==> src/rtl/ice_rr_tx_arbiter_pkg.sv <==
// Shared definitions for the round-robin UART TX arbiter.
// The state encodings are fixed so the TX FSM debug view can decode them directly.
package ice_rr_tx_arbiter_pkg;

  typedef enum logic [1:0] {
    ARB_IDLE    = 2'd0,
    ARB_GRANT   = 2'd1,
    ARB_HOLDOFF = 2'd2
  } arb_state_e;

endpackage

==> src/rtl/ice_rr_tx_arbiter_pick.sv <==
// Combinational round-robin pick: rotate the eligible vector so the search starts
// just after last_ptr, priority-encode the rotated vector, then map back to an index.
module ice_rr_tx_arbiter_pick
  import ice_rr_tx_arbiter_pkg::*;
#(
  parameter int NUM_DEV = 2,
  parameter int IDX_W   = 1
) (
  input  logic [NUM_DEV-1:0] eligible,
  input  logic [IDX_W-1:0]   last_ptr,
  output logic [NUM_DEV-1:0] pick_onehot,
  output logic [IDX_W-1:0]   pick_idx,
  output logic               pick_valid
);

  logic [IDX_W-1:0]   start;
  logic [NUM_DEV-1:0] rot;
  logic [IDX_W-1:0]   offset;
  logic               found;
  int unsigned        src;
  int unsigned        sum;

  always_comb begin
    start = (last_ptr == IDX_W'(NUM_DEV - 1)) ? '0 : last_ptr + 1'b1;

    rot = '0;
    src = 0;
    for (int j = 0; j < NUM_DEV; j++) begin
      src = int'(start) + j;
      if (src >= NUM_DEV) src = src - NUM_DEV;
      rot[j] = eligible[src];
    end

    // Lowest set bit of the rotated vector is the nearest requester after last_ptr.
    found  = 1'b0;
    offset = '0;
    for (int j = 0; j < NUM_DEV; j++) begin
      if (rot[j] && !found) begin
        found  = 1'b1;
        offset = IDX_W'(j);
      end
    end

    sum = int'(start) + int'(offset);
    if (sum >= NUM_DEV) sum = sum - NUM_DEV;

    pick_valid  = found;
    pick_idx    = IDX_W'(sum);
    pick_onehot = '0;
    for (int i = 0; i < NUM_DEV; i++) begin
      pick_onehot[i] = found && (sum == i);
    end
  end

endmodule

==> src/rtl/ice_rr_tx_arbiter.sv <==
// Round-robin, packet-locked arbiter for the shared UART TX path. A grant is held for a
// whole packet, followed by a one-cycle holdoff; a watchdog revokes and locks out hung owners.
module ice_rr_tx_arbiter
  import ice_rr_tx_arbiter_pkg::*;
#(
  parameter int               NUM_DEV = 2,
  parameter int               IDX_W   = 1,
  parameter int               TMO_W   = 16,
  parameter logic [TMO_W-1:0] TIMEOUT = 16'hFFFF
) (
  input  logic               clk,
  input  logic               rst,
  input  logic               enable,
  input  logic [NUM_DEV-1:0] requests,
  input  logic               pkt_done,
  output logic [NUM_DEV-1:0] grants,
  output logic               granted,
  output logic [IDX_W-1:0]   grant_idx,
  output logic               timeout_evt
);

  localparam logic [TMO_W-1:0] TMO_LAST = TIMEOUT - 1'b1;
  localparam logic             WD_EN    = (TIMEOUT != '0);

  arb_state_e         state_q, state_d;
  logic [NUM_DEV-1:0] grants_q, grants_d;
  logic               granted_q, granted_d;
  logic [IDX_W-1:0]   grant_idx_q, grant_idx_d;
  logic               timeout_evt_q, timeout_evt_d;
  logic [IDX_W-1:0]   last_ptr_q, last_ptr_d;
  logic [NUM_DEV-1:0] lockout_q, lockout_d;
  logic [TMO_W-1:0]   wd_cnt_q, wd_cnt_d;

  logic [NUM_DEV-1:0] eligible;
  logic [NUM_DEV-1:0] pick_onehot;
  logic [IDX_W-1:0]   pick_idx;
  logic               pick_valid;

  assign eligible = requests & ~lockout_q;

  ice_rr_tx_arbiter_pick #(
    .NUM_DEV (NUM_DEV),
    .IDX_W   (IDX_W)
  ) u_pick (
    .eligible    (eligible),
    .last_ptr    (last_ptr_q),
    .pick_onehot (pick_onehot),
    .pick_idx    (pick_idx),
    .pick_valid  (pick_valid)
  );

  always_comb begin
    state_d       = state_q;
    grants_d      = grants_q;
    grant_idx_d   = grant_idx_q;
    timeout_evt_d = 1'b0;
    last_ptr_d    = last_ptr_q;
    wd_cnt_d      = wd_cnt_q;
    // A locked-out requester is forgiven as soon as it drops its request.
    lockout_d     = lockout_q & requests;

    unique case (state_q)
      ARB_IDLE: begin
        if (enable && pick_valid) begin
          grants_d    = pick_onehot;
          grant_idx_d = pick_idx;
          last_ptr_d  = pick_idx;
          wd_cnt_d    = '0;
          state_d     = ARB_GRANT;
        end
      end

      ARB_GRANT: begin
        if (pkt_done || !requests[grant_idx_q]) begin
          grants_d = '0;
          state_d  = ARB_HOLDOFF;
        end else if (WD_EN && (wd_cnt_q == TMO_LAST)) begin
          grants_d                 = '0;
          timeout_evt_d            = 1'b1;
          lockout_d[grant_idx_q]   = 1'b1;
          state_d                  = ARB_HOLDOFF;
        end else if (wd_cnt_q != '1) begin
          wd_cnt_d = wd_cnt_q + 1'b1;
        end
      end

      ARB_HOLDOFF: begin
        grants_d = '0;
        state_d  = ARB_IDLE;
      end

      default: begin
        grants_d = '0;
        state_d  = ARB_IDLE;
      end
    endcase

    granted_d = |grants_d;
  end

  always_ff @(posedge clk) begin
    if (rst) begin
      state_q       <= ARB_IDLE;
      grants_q      <= '0;
      granted_q     <= 1'b0;
      grant_idx_q   <= '0;
      timeout_evt_q <= 1'b0;
      last_ptr_q    <= IDX_W'(NUM_DEV - 1);
      lockout_q     <= '0;
      wd_cnt_q      <= '0;
    end else begin
      state_q       <= state_d;
      grants_q      <= grants_d;
      granted_q     <= granted_d;
      grant_idx_q   <= grant_idx_d;
      timeout_evt_q <= timeout_evt_d;
      last_ptr_q    <= last_ptr_d;
      lockout_q     <= lockout_d;
      wd_cnt_q      <= wd_cnt_d;
    end
  end

  assign grants      = grants_q;
  assign granted     = granted_q;
  assign grant_idx   = grant_idx_q;
  assign timeout_evt = timeout_evt_q;

endmodule

==> config.mk <==
export PLATFORM = sky130hd
export DESIGN_NAME = ice_rr_tx_arbiter
export DESIGN_NICKNAME = d
export VERILOG_FILES = /design/src/rtl/ice_rr_tx_arbiter_pkg.sv /design/src/rtl/ice_rr_tx_arbiter_pick.sv /design/src/rtl/ice_rr_tx_arbiter.sv
export SDC_FILE = /design/constraint.sdc
export NUM_CORES = 1
export LEC_CHECK = 0
export BUFFER_PORTS_ARGS = -buffer_cell sky130_fd_sc_hd__buf_2
export CORE_ASPECT_RATIO = 1.2
export CORE_MARGIN = 4
export CORE_UTILIZATION = 52
export DETAILED_ROUTE_END_ITERATION = 6
export MAX_ROUTING_LAYER = met4
export PLACE_DENSITY = 0.75
export SLEW_MARGIN = 30
export SYNTH_ARGS = -nofsm -noshare
export SYNTH_HDL_FRONTEND = slang
export SYNTH_SLANG_ARGS = --single-unit
==> constraint.sdc <==
create_clock -name clk -period 1.6 [get_ports clk]
set_input_delay 0.08 -clock clk [delete_from_list [all_inputs] [get_ports clk]]
set_output_delay 0.08 -clock clk [all_outputs]
set_load 0.01 [all_outputs]
Word-level counts from Yosys, hierarchy flattened
Index checks and enable logic that the tools add are counted.
Word-level totals
  memory bits (writable): 0
  output and inout port bits: 5
  memories kept: 0
  logic and storage cells: 84
  ROM bits: 0
  bits in registers: 26
  latch bits: 0
  bits of input ports: 6
Cells by class
  $mul: 0
  add/subtract/negate cells: 7
  divide/modulo/power cells: 0
  equality and inequality tests: 9
  multiplexer cells: 32
  $lt $le $gt $ge: 7
  reduce and logical (&&, ||, !) cells: 16
  bitwise gates (word level): 5
  shift operators: 0
Operators by type and width (count)
  $mux W32: 3
  $ge A32 B2 Y1 const B: 2
  $lt A32 B2 Y1 const B: 2
  $mux W16: 4
  $sub A32 B2 Y32 const B: 2
  $eq A32 B1 Y1 const B: 1
  $logic_not A32 Y1: 1
  $pmux W16 S2: 1
  $mux W2: 9
  $add A16 B1 Y16 const B: 1
  $eq A16 B16 Y1 const B: 1
  $ne A16 B16 Y1 const B: 1
  $mux W1: 12
  $ne A2 B2 Y1 const B: 4
  $pmux W2 S2: 2
  $logic_and A1 B1 Y1: 5
  $reduce_and A5 Y1: 1
  $and A2 B2 Y2: 2
  $reduce_and A2 Y1: 2
  $ne A3 B3 Y1 const B: 1
  $reduce_or A3 Y1: 1
  $sub A1 B2 Y3 const B: 1
  $add A1 B1 Y2: 1
  $add A1 B1 Y2 const B: 1
  other kinds (14): 15

Depth between registers and ports, before layout
Gate-level depths: netlist of run 1.
  depth in word-level cells: 18
  gate-level depth with buffers: 7
  gate-level depth less buffers: 6

Hierarchy
From an unflattened synthesis of run 1, not the netlist that was laid out.
Unflattened totals
  cells, all modules: 165
  area, all modules: 1411.4 um2
Modules (own cells, without submodules)
  ice_rr_tx_arbiter: area each 1373.8 um2, instances 1, cells each 159, seq. area each 520.5 um2
  ice_rr_tx_arbiter_pick: area each 37.5 um2, instances 1, cells each 6, seq. area each 0.0 um2

Worst setup path after synthesis of run 1
No wires, ideal clock.
  path kind: reg-to-reg
  start: register wd_cnt_q[0]
  end: register wd_cnt_q[2]
  arrival time: 1.574 ns
  setup time: 0.071 ns
  buffers on the path: 1
  stages on the path, launching flop included: 8
  setup slack: -0.045 ns
  clock period less this slack: 1.645 ns
  data required time: 1.529 ns
  cells stage by stage: dfxtp_1 > inv_1 > ha_1 > o211ai_1 > nor4_2 > buf_4 > or4_1 > a21oi_1
Between the ends
  longest elaborated chain between the ends: 5
  elaborated cells on any way between the ends: 10
  classes of those cells: add/sub (1); eq/ne (4); mux (4); reduce/logical (1)
RTL lines
  from (decl): line ice_rr_tx_arbiter.sv:32  | logic [TMO_W-1:0] wd_cnt_q, wd_cnt_d;
  from (signal assigned): line ice_rr_tx_arbiter.sv:119  | wd_cnt_q <= wd_cnt_d;
  $add A16 B1 Y16: line ice_rr_tx_arbiter.sv:83  | wd_cnt_d = wd_cnt_q + 1'b1;
  $mux W16: line ice_rr_tx_arbiter.sv:82  | end else if (wd_cnt_q != '1) begin
  $mux W16: line ice_rr_tx_arbiter.sv:77  | end else if (WD_EN && (wd_cnt_q == TMO_LAST)) begin
  $mux W16: line ice_rr_tx_arbiter.sv:74  | if (pkt_done || !requests[grant_idx_q]) begin
  $pmux W16 S2: line ice_rr_tx_arbiter.sv:62  | unique case (state_q)
Several ways; a longest one is shown, not always the timed one. The select of a mux whose other input is x is not followed.
A chain may end at the register's enable or synchronous reset.

Worst setup path after layout of run 1
  start: register wd_cnt_q[0]
  end: register wd_cnt_q[5]
The elaborated chain is that of the path after synthesis.

==> impl_metrics.csv, run 1 <==
group,metric,value,unit
critical_path,max_stage_delay,0.48,ns
yosys,synthTopCellsByCount,"dfxtp_1 (26), a21oi_1 (13), o31ai_1 (12)",
sta,fmax,560,MHz
yosys,ys_warn_count,0,
sta,clock_skew,0.00489,ns
grt,grt_max_degree,16,
yosys,synth-seq-area-share,37.9,%
hold_path,hold-path-cell-count,2,
critical_path,cp-end-kind,"register",
floorplanning,row_count,20,
job,maxCapViolCount,0,
pwr,ir_worst_vdd,0.555,mV
sta,maxSlewViolCount,0,
critical_path,cp_max_fo,8,
yosys,syn-cell-area,1370,sq um
clock_network,cts_buffer_depth,2,
grt,use_met1,28.6,%
grt,antenna_found_initial,0,
placement,hpwlAfterDp,2.93,mm
drt,drc,0,
critical_path,r2r-end,"wd_cnt_q[5]$_SDFFE_PP0P_",
placement,dpl_cell_area,1770,sq um
placement,dp_slack,-0.121,ns
clock_network,root_buffer,"clkbuf_4",
finish,insertedDiodeCount,0,
critical_path,slowest_stage,"or4_4",
pwr,internal_power,0.831,mW
grt,grt_pass1_vias,1557,
sta,hold_slack,0.0119,ns
critical_path,crit_required,1.88,ns
finish,nNetsFinal,220,
pwr,seqPwrFrac,59.2,%
finish,drive_gt1_share,49.0,%
finish,final_core_util,78.4,%
yosys,yosysMostFrequentCell,"dfxtp_1",
floorplanning,num_io_pins,11,
sta,maxSlewHeadroom,69.3,%
sta,final_hold_viol_count,0,
clock_network,clock_sinks,26,
pwr,power_density,570,nW/um^2
floorplanning,fp.dieH,64.3,um
drt,ant_nets,0,
sta,finalCritPeriodShare,112,%
critical_path,crit_arrival,2.07,ns
grt,grt_use_met2,44.1,%
yosys,async_flop_share,0,%
yosys,ys_types,45,
critical_path,startpoint,"wd_cnt_q[0]$_SDFFE_PP0P_",
drt,detail_route.wl_per_cell,18.7,um
critical_path,endpoint,"wd_cnt_q[5]$_SDFFE_PP0P_",
sta,worst_slew_pin_slew,0.460,ns
floorplanning,coreArea,2530,sq um
drt,drt_iter0_drc,97,
pwr,swShare,26.5,%
grt,grt_pass1_wl,6.77,mm
drt,routed_wl,4.55,mm
critical_path,path_cells,"inv_2 > ha_4 > o211ai_1 > nor4_2 > buf_4 > or4_4 > a21oi_2",
critical_path,start_kind,"register",
grt,grt.met3_usage,3.50,%
yosys,synth_top_area_cell,"dfxtp_1",
yosys,synthTopCellsByArea,"dfxtp_1 (38%), o31ai_1 (6.6%), or4_1 (5.5%)",
sta,fin_crit,1.79,ns
clock_network,clkTransAtPathRegs,0.14,ns
placement,place_congestion,0.935,
yosys,syn_inst,151,
placement,io_buffers,10,
grt,busiest_layer,"met2",
pwr,power.switching,0.299,mW
hold_path,holdCritPathClass,"in2reg",
critical_path,rrSetupSlack,-0.19,ns
critical_path,reg2reg_from,"wd_cnt_q[0]$_SDFFE_PP0P_",
sta,rsz0062_at_grt,"true",
pwr,p_leak,0.727,nW
yosys,ys.flop_type,"dfxtp_1",
pwr,p_comb_share,15.1,%
grt,grt.total_usage,26.7,%
drt,vias,1586,
finish,final_area,1980,sq um
drt,drt-pass1-iter-count,4,
floorplanning,die_x,54.9,um
clock_network,cts_buffers,3,
sta,worst_slack,-0.186,ns
run_status,violations,"negative setup slack",
yosys,synth.avg_cell_area,9.10,sq um
sta,setup-violations-final,18,
floorplanning,die_area,3530,sq um
clock_network,clkLatencyLatePin,0.34,ns
drt,vias_per_cell,6.53,
pwr,pwr-share-clk,25.7,%
floorplanning,start_util,54.4,%
run_status,status,"finished, violations left",
yosys,synth-edff-count,0,
clock_network,postCtsHoldBufs,0,
critical_path,worstSetupPathType,"reg2reg",
sta,setup_tns,-1.97,ns
clock_network,cts_tree,"done",
yosys,synth_top_area_share,37.9,%
yosys,syn_nets,159,
grt,gr-total-overflow,0,
finish,area_delta_synth_final,44.2,%
critical_path,r2r_cells,7,
clock_network,h-tree-depth,1,
yosys,synth-seq-cells,26,
-- kinds of logic after synthesis --
group           count (synthesis)  share of synthesized area [%]
fa+ha+maj                       2                           1.82
compound gates                 43                           22.3
buf+inv                        10                           3.73
flops                          26                           37.9
simple gates                   66                           31.2
mux                             4                           3.01
-- timing repair --
action | 4_1_cts | 5_1_grt
pin swaps | 8 | 7
endpoints found under the setup margin | 18 | 25
endpoints found under the hold margin | 0 | 0
setup buffers | 4 | 3
gates cloned | 0 | 1
resized for setup | 13 | 22
-- power by group through the flow --
stage	logic [mW]	registers (mW)	clock network [mW]
after floorplan	0.0736	0.685	0
after global placement	0.139	0.680	0
after detailed placement	0.144	0.681	0
after CTS	0.154	0.668	0.289
after global routing	0.182	0.670	0.325
final	0.170	0.669	0.291
-- critical path: cells and delay by family (launching register included) --
kind / cells / cell delay [ns]
AOI/OAI and AO/OA: 2 / 0.38
buffers and inverters: 2 / 0.23
DFF: 1 / 0.38
and+or+nand+nor: 2 / 0.58
adders and majority gates: 1 / 0.16
-- metrics by stage --
stage	total power, mW	cells
after floorplan	0.759	151
after global placement	0.819	232
after detailed placement	0.826	232
after CTS	1.11	239
after global routing	1.18	243
final	1.13	243
-- cells in the final DEF, fill, tap and decap left out, types with 4 or more instances in the layout --
cell type	instances
a21oi_2	6
a21oi_1	7
o31ai_1	11
buf_6	5
nor2_1	6
buf_4	46
or4_1	6
buf_2	11
and3_1	4
nand2_1	5
dfxtp_1	20
dfxtp_2	5
or4_4	4
nand4_1	5
nand3_1	6
-- flip-flops by register name, summed over array words and instances, names as in the netlist --
name	flops
grants	2
state_q	2
grant_idx	1
wd_cnt_q	16
granted	1
lockout_q	2
last_ptr_q	1
timeout_evt	1
-- layout make-up --
class,count,area [sq um]
multi-input cells,115,915
flip-flops and latches,26,531
clock buffers,3,22.5
well taps,33,41.3
inverters,4,15.0
repair buffers,62,457
fillers,160,547
-- per-layer routing --
metal  wire (um)  vias to the layer above
met5           0                        -
met4         199                        0
met3         218                       21
met2        2450                       77
met1        1680                      776
li1            -                      712
-- worst min path at each step --
| stage | startpoint | to | slack (ns) |
|---|---|---|---|
| floorplan | requests[0] | lockout_q[0]$_SDFF_PP0_ | 0.25 |
| global placement | requests[0] | lockout_q[0]$_SDFF_PP0_ | 0.37 |
| detailed placement | requests[0] | lockout_q[0]$_SDFF_PP0_ | 0.38 |
| CTS | requests[0] | lockout_q[0]$_SDFF_PP0_ | 0.01 |
| global route | requests[0] | lockout_q[0]$_SDFF_PP0_ | 0.02 |
| finish | requests[0] | lockout_q[0]$_SDFF_PP0_ | 0.01 |
Note: power is estimated with default switching activity, not from simulation.
==> inputs of run 2 (changes only) <==
CORE_MARGIN = 10   (was 4)
REMOVE_ABC_BUFFERS = 1   (was not set)
==> run 2 against run 1 <==
Against the previous run: power grew 0.48%; die area up 45%; combinational power grew 5%; register-to-register slack better by 0.04 ns; the flow still finishes with violations (negative setup slack); design area rose by 5.1%; worst hold slack gained 0.020 ns; largest cell class unchanged; sequential share of layout area fell by 1.3 points; core utilization up 4.0 points.
==> impl_metrics.csv, run 2 (synthesis gave the netlist of run 1 again) <==
group,metric,value,unit
sta,clock_skew,0.00105,ns
sta,setup-violations-final,17,
placement,place_congestion,0.959,
hold_path,holdCritPathClass,"in2reg",
drt,drt-pass1-iter-count,4,
sta,finalCritPeriodShare,109,%
sta,maxSlewViolCount,0,
grt,grt.total_usage,18.0,%
critical_path,cp_common_cell,"buf_4",
sta,maxSlewHeadroom,62.6,%
critical_path,max_stage_delay,0.43,ns
floorplanning,start_util,54.4,%
sta,rsz0062_at_grt,"true",
critical_path,r2r-end,"wd_cnt_q[7]$_SDFFE_PP0P_",
clock_network,clock_sinks,26,
clock_network,postCtsHoldBufs,0,
pwr,p_leak,0.801,nW
clock_network,cts_buffers,3,
hold_path,hold-path-cell-count,2,
floorplanning,row_count,20,
finish,insertedDiodeCount,0,
drt,vias_per_cell,6.60,
critical_path,r2r_cells,8,
sta,fin_crit,1.74,ns
critical_path,worstSetupPathType,"reg2reg",
floorplanning,die_x,66.9,um
drt,drc,0,
run_status,violations,"negative setup slack",
placement,io_buffers,10,
sta,final_hold_viol_count,0,
sta,hold_slack,0.0322,ns
critical_path,start_kind,"register",
drt,drt_iter0_drc,112,
drt,detail_route.wl_per_cell,19.6,um
hold_path,hp-start,"requests[0]",
drt,vias,1618,
clock_network,root_buffer,"clkbuf_4",
sta,fmax,574,MHz
drt,ant_nets,0,
sta,setup_tns,-1.23,ns
pwr,ir_worst_vdd,0.523,mV
hold_path,worstHoldEndpoint,"lockout_q[0]$_SDFF_PP0_",
critical_path,rrSetupSlack,-0.14,ns
clock_network,h-tree-depth,1,
placement,hpwlAfterDp,2.71,mm
floorplanning,coreArea,2530,sq um
finish,nNetsFinal,222,
clock_network,cts_tree,"done",
floorplanning,fp.dieH,76.3,um
critical_path,crit_required,1.82,ns
run_status,status,"finished, violations left",
clock_network,clkLatencyLatePin,0.32,ns
floorplanning,num_io_pins,11,
finish,drive_gt1_share,49.5,%
critical_path,cp-end-kind,"register",
finish,final_core_util,82.3,%
pwr,power_density,546,nW/um^2
clock_network,clkTransAtPathRegs,0.14,ns
critical_path,path_cells,"inv_4 > ha_4 > o211ai_1 > buf_4 > nor4_4 > buf_4 > nor4_2 > mux2i_1",
clock_network,cts_buffer_depth,2,
critical_path,slowest_stage,"nor4_4",
grt,antenna_found_initial,0,
finish,largest_reg_flops,16,
sta,worst_slack,-0.142,ns
drt,routed_wl,4.80,mm
job,maxCapViolCount,0,
critical_path,reg2reg_from,"wd_cnt_q[0]$_SDFFE_PP0P_",
critical_path,cp_max_fo,6,
grt,gr-total-overflow,0,
finish,area_delta_synth_final,51.5,%
floorplanning,die_area,5110,sq um
critical_path,crit_arrival,1.97,ns
finish,final_common_cell,"buf_4",
sta,worst_slew_pin_slew,0.559,ns
finish,largest_register,"wd_cnt_q",
grt,grt_max_degree,15,
grt,grt_pass1_vias,1646,
finish,final_cell_mix,"buf_4 (48), dfxtp_1 (22), o31ai_1 (11)",
grt,grt_pass1_wl,7.37,mm
run 2: what timing repair did:
| action | CTS | global route |
|---|---|---|
| gates cloned | 1 | 0 |
| setup endpoints to repair | 19 | 23 |
| resized for setup | 22 | 23 |
| setup buffers | 13 | 1 |
| pin swaps | 12 | 11 |
run 2: layer usage:
| metal | vias to the layer above | track usage, % | wire length (um) |
|---|---|---|---|
| met5 | - | - | 0 |
| li1 | 727 | - | - |
| met2 | 95 | 31.2 | 2520 |
| met4 | 0 | 9.05 | 189 |
| met3 | 25 | 2.94 | 291 |
| met1 | 771 | 18.7 | 1800 |
run 2: power breakdown:
group / total (mW) / leakage, nW / internal (mW) / switching, mW
combinational: 0.179 / 0.574 / 0.0899 / 0.0888
clock: 0.288 / 0.0138 / 0.0884 / 0.200
sequential: 0.668 / 0.213 / 0.657 / 0.0116
total: 1.14 / 0.801 / 0.835 / 0.300
run 2: critical path: cells and delay by family (launching register included):
family,cells,cell delay (ns)
compound gates,1,0.08
fa+ha+maj,1,0.13
buf+inv,3,0.43
flops,1,0.40
mux,1,0.12
simple gates,2,0.48
run 2: worst max-delay path by stage:
stage | depth (start not counted) | end | slack, ns | from
final | 8 | wd_cnt_q[7]$_SDFFE_PP0P_ | -0.14 | wd_cnt_q[0]$_SDFFE_PP0P_
after floorplan | 4 | wd_cnt_q[4]$_SDFFE_PP0P_ | -0.22 | wd_cnt_q[11]$_SDFFE_PP0P_
after global placement | 7 | wd_cnt_q[6]$_SDFFE_PP0P_ | -0.09 | wd_cnt_q[0]$_SDFFE_PP0P_
after CTS | 7 | wd_cnt_q[5]$_SDFFE_PP0P_ | -0.09 | wd_cnt_q[0]$_SDFFE_PP0P_
after detailed placement | 7 | wd_cnt_q[9]$_SDFFE_PP0P_ | -0.19 | wd_cnt_q[0]$_SDFFE_PP0P_
after global routing | 5 | wd_cnt_q[15]$_SDFFE_PP0P_ | -0.20 | state_q[0]$_SDFFE_PP0P_
run 2: area by class of cell:
cell class,instances,area (sq um)
Clock buffer,3,22.5
Fill cell,132,447
Inverter,4,17.5
Multi-Input combinational cell,116,993
Sequential cell,26,531
Tap cell,33,41.3
Timing Repair Buffer,63,475
run 2: through the flow:
step	worst slack [ns]	total power, mW	cell area (sq um)	std cells
floorplan	-0.218	0.750	1340	145
global placement	-0.0866	0.822	1740	228
detailed placement	-0.192	0.826	1740	228
CTS	-0.0892	1.12	1950	244
global route	-0.203	1.17	2080	245
finish	-0.142	1.14	2080	245
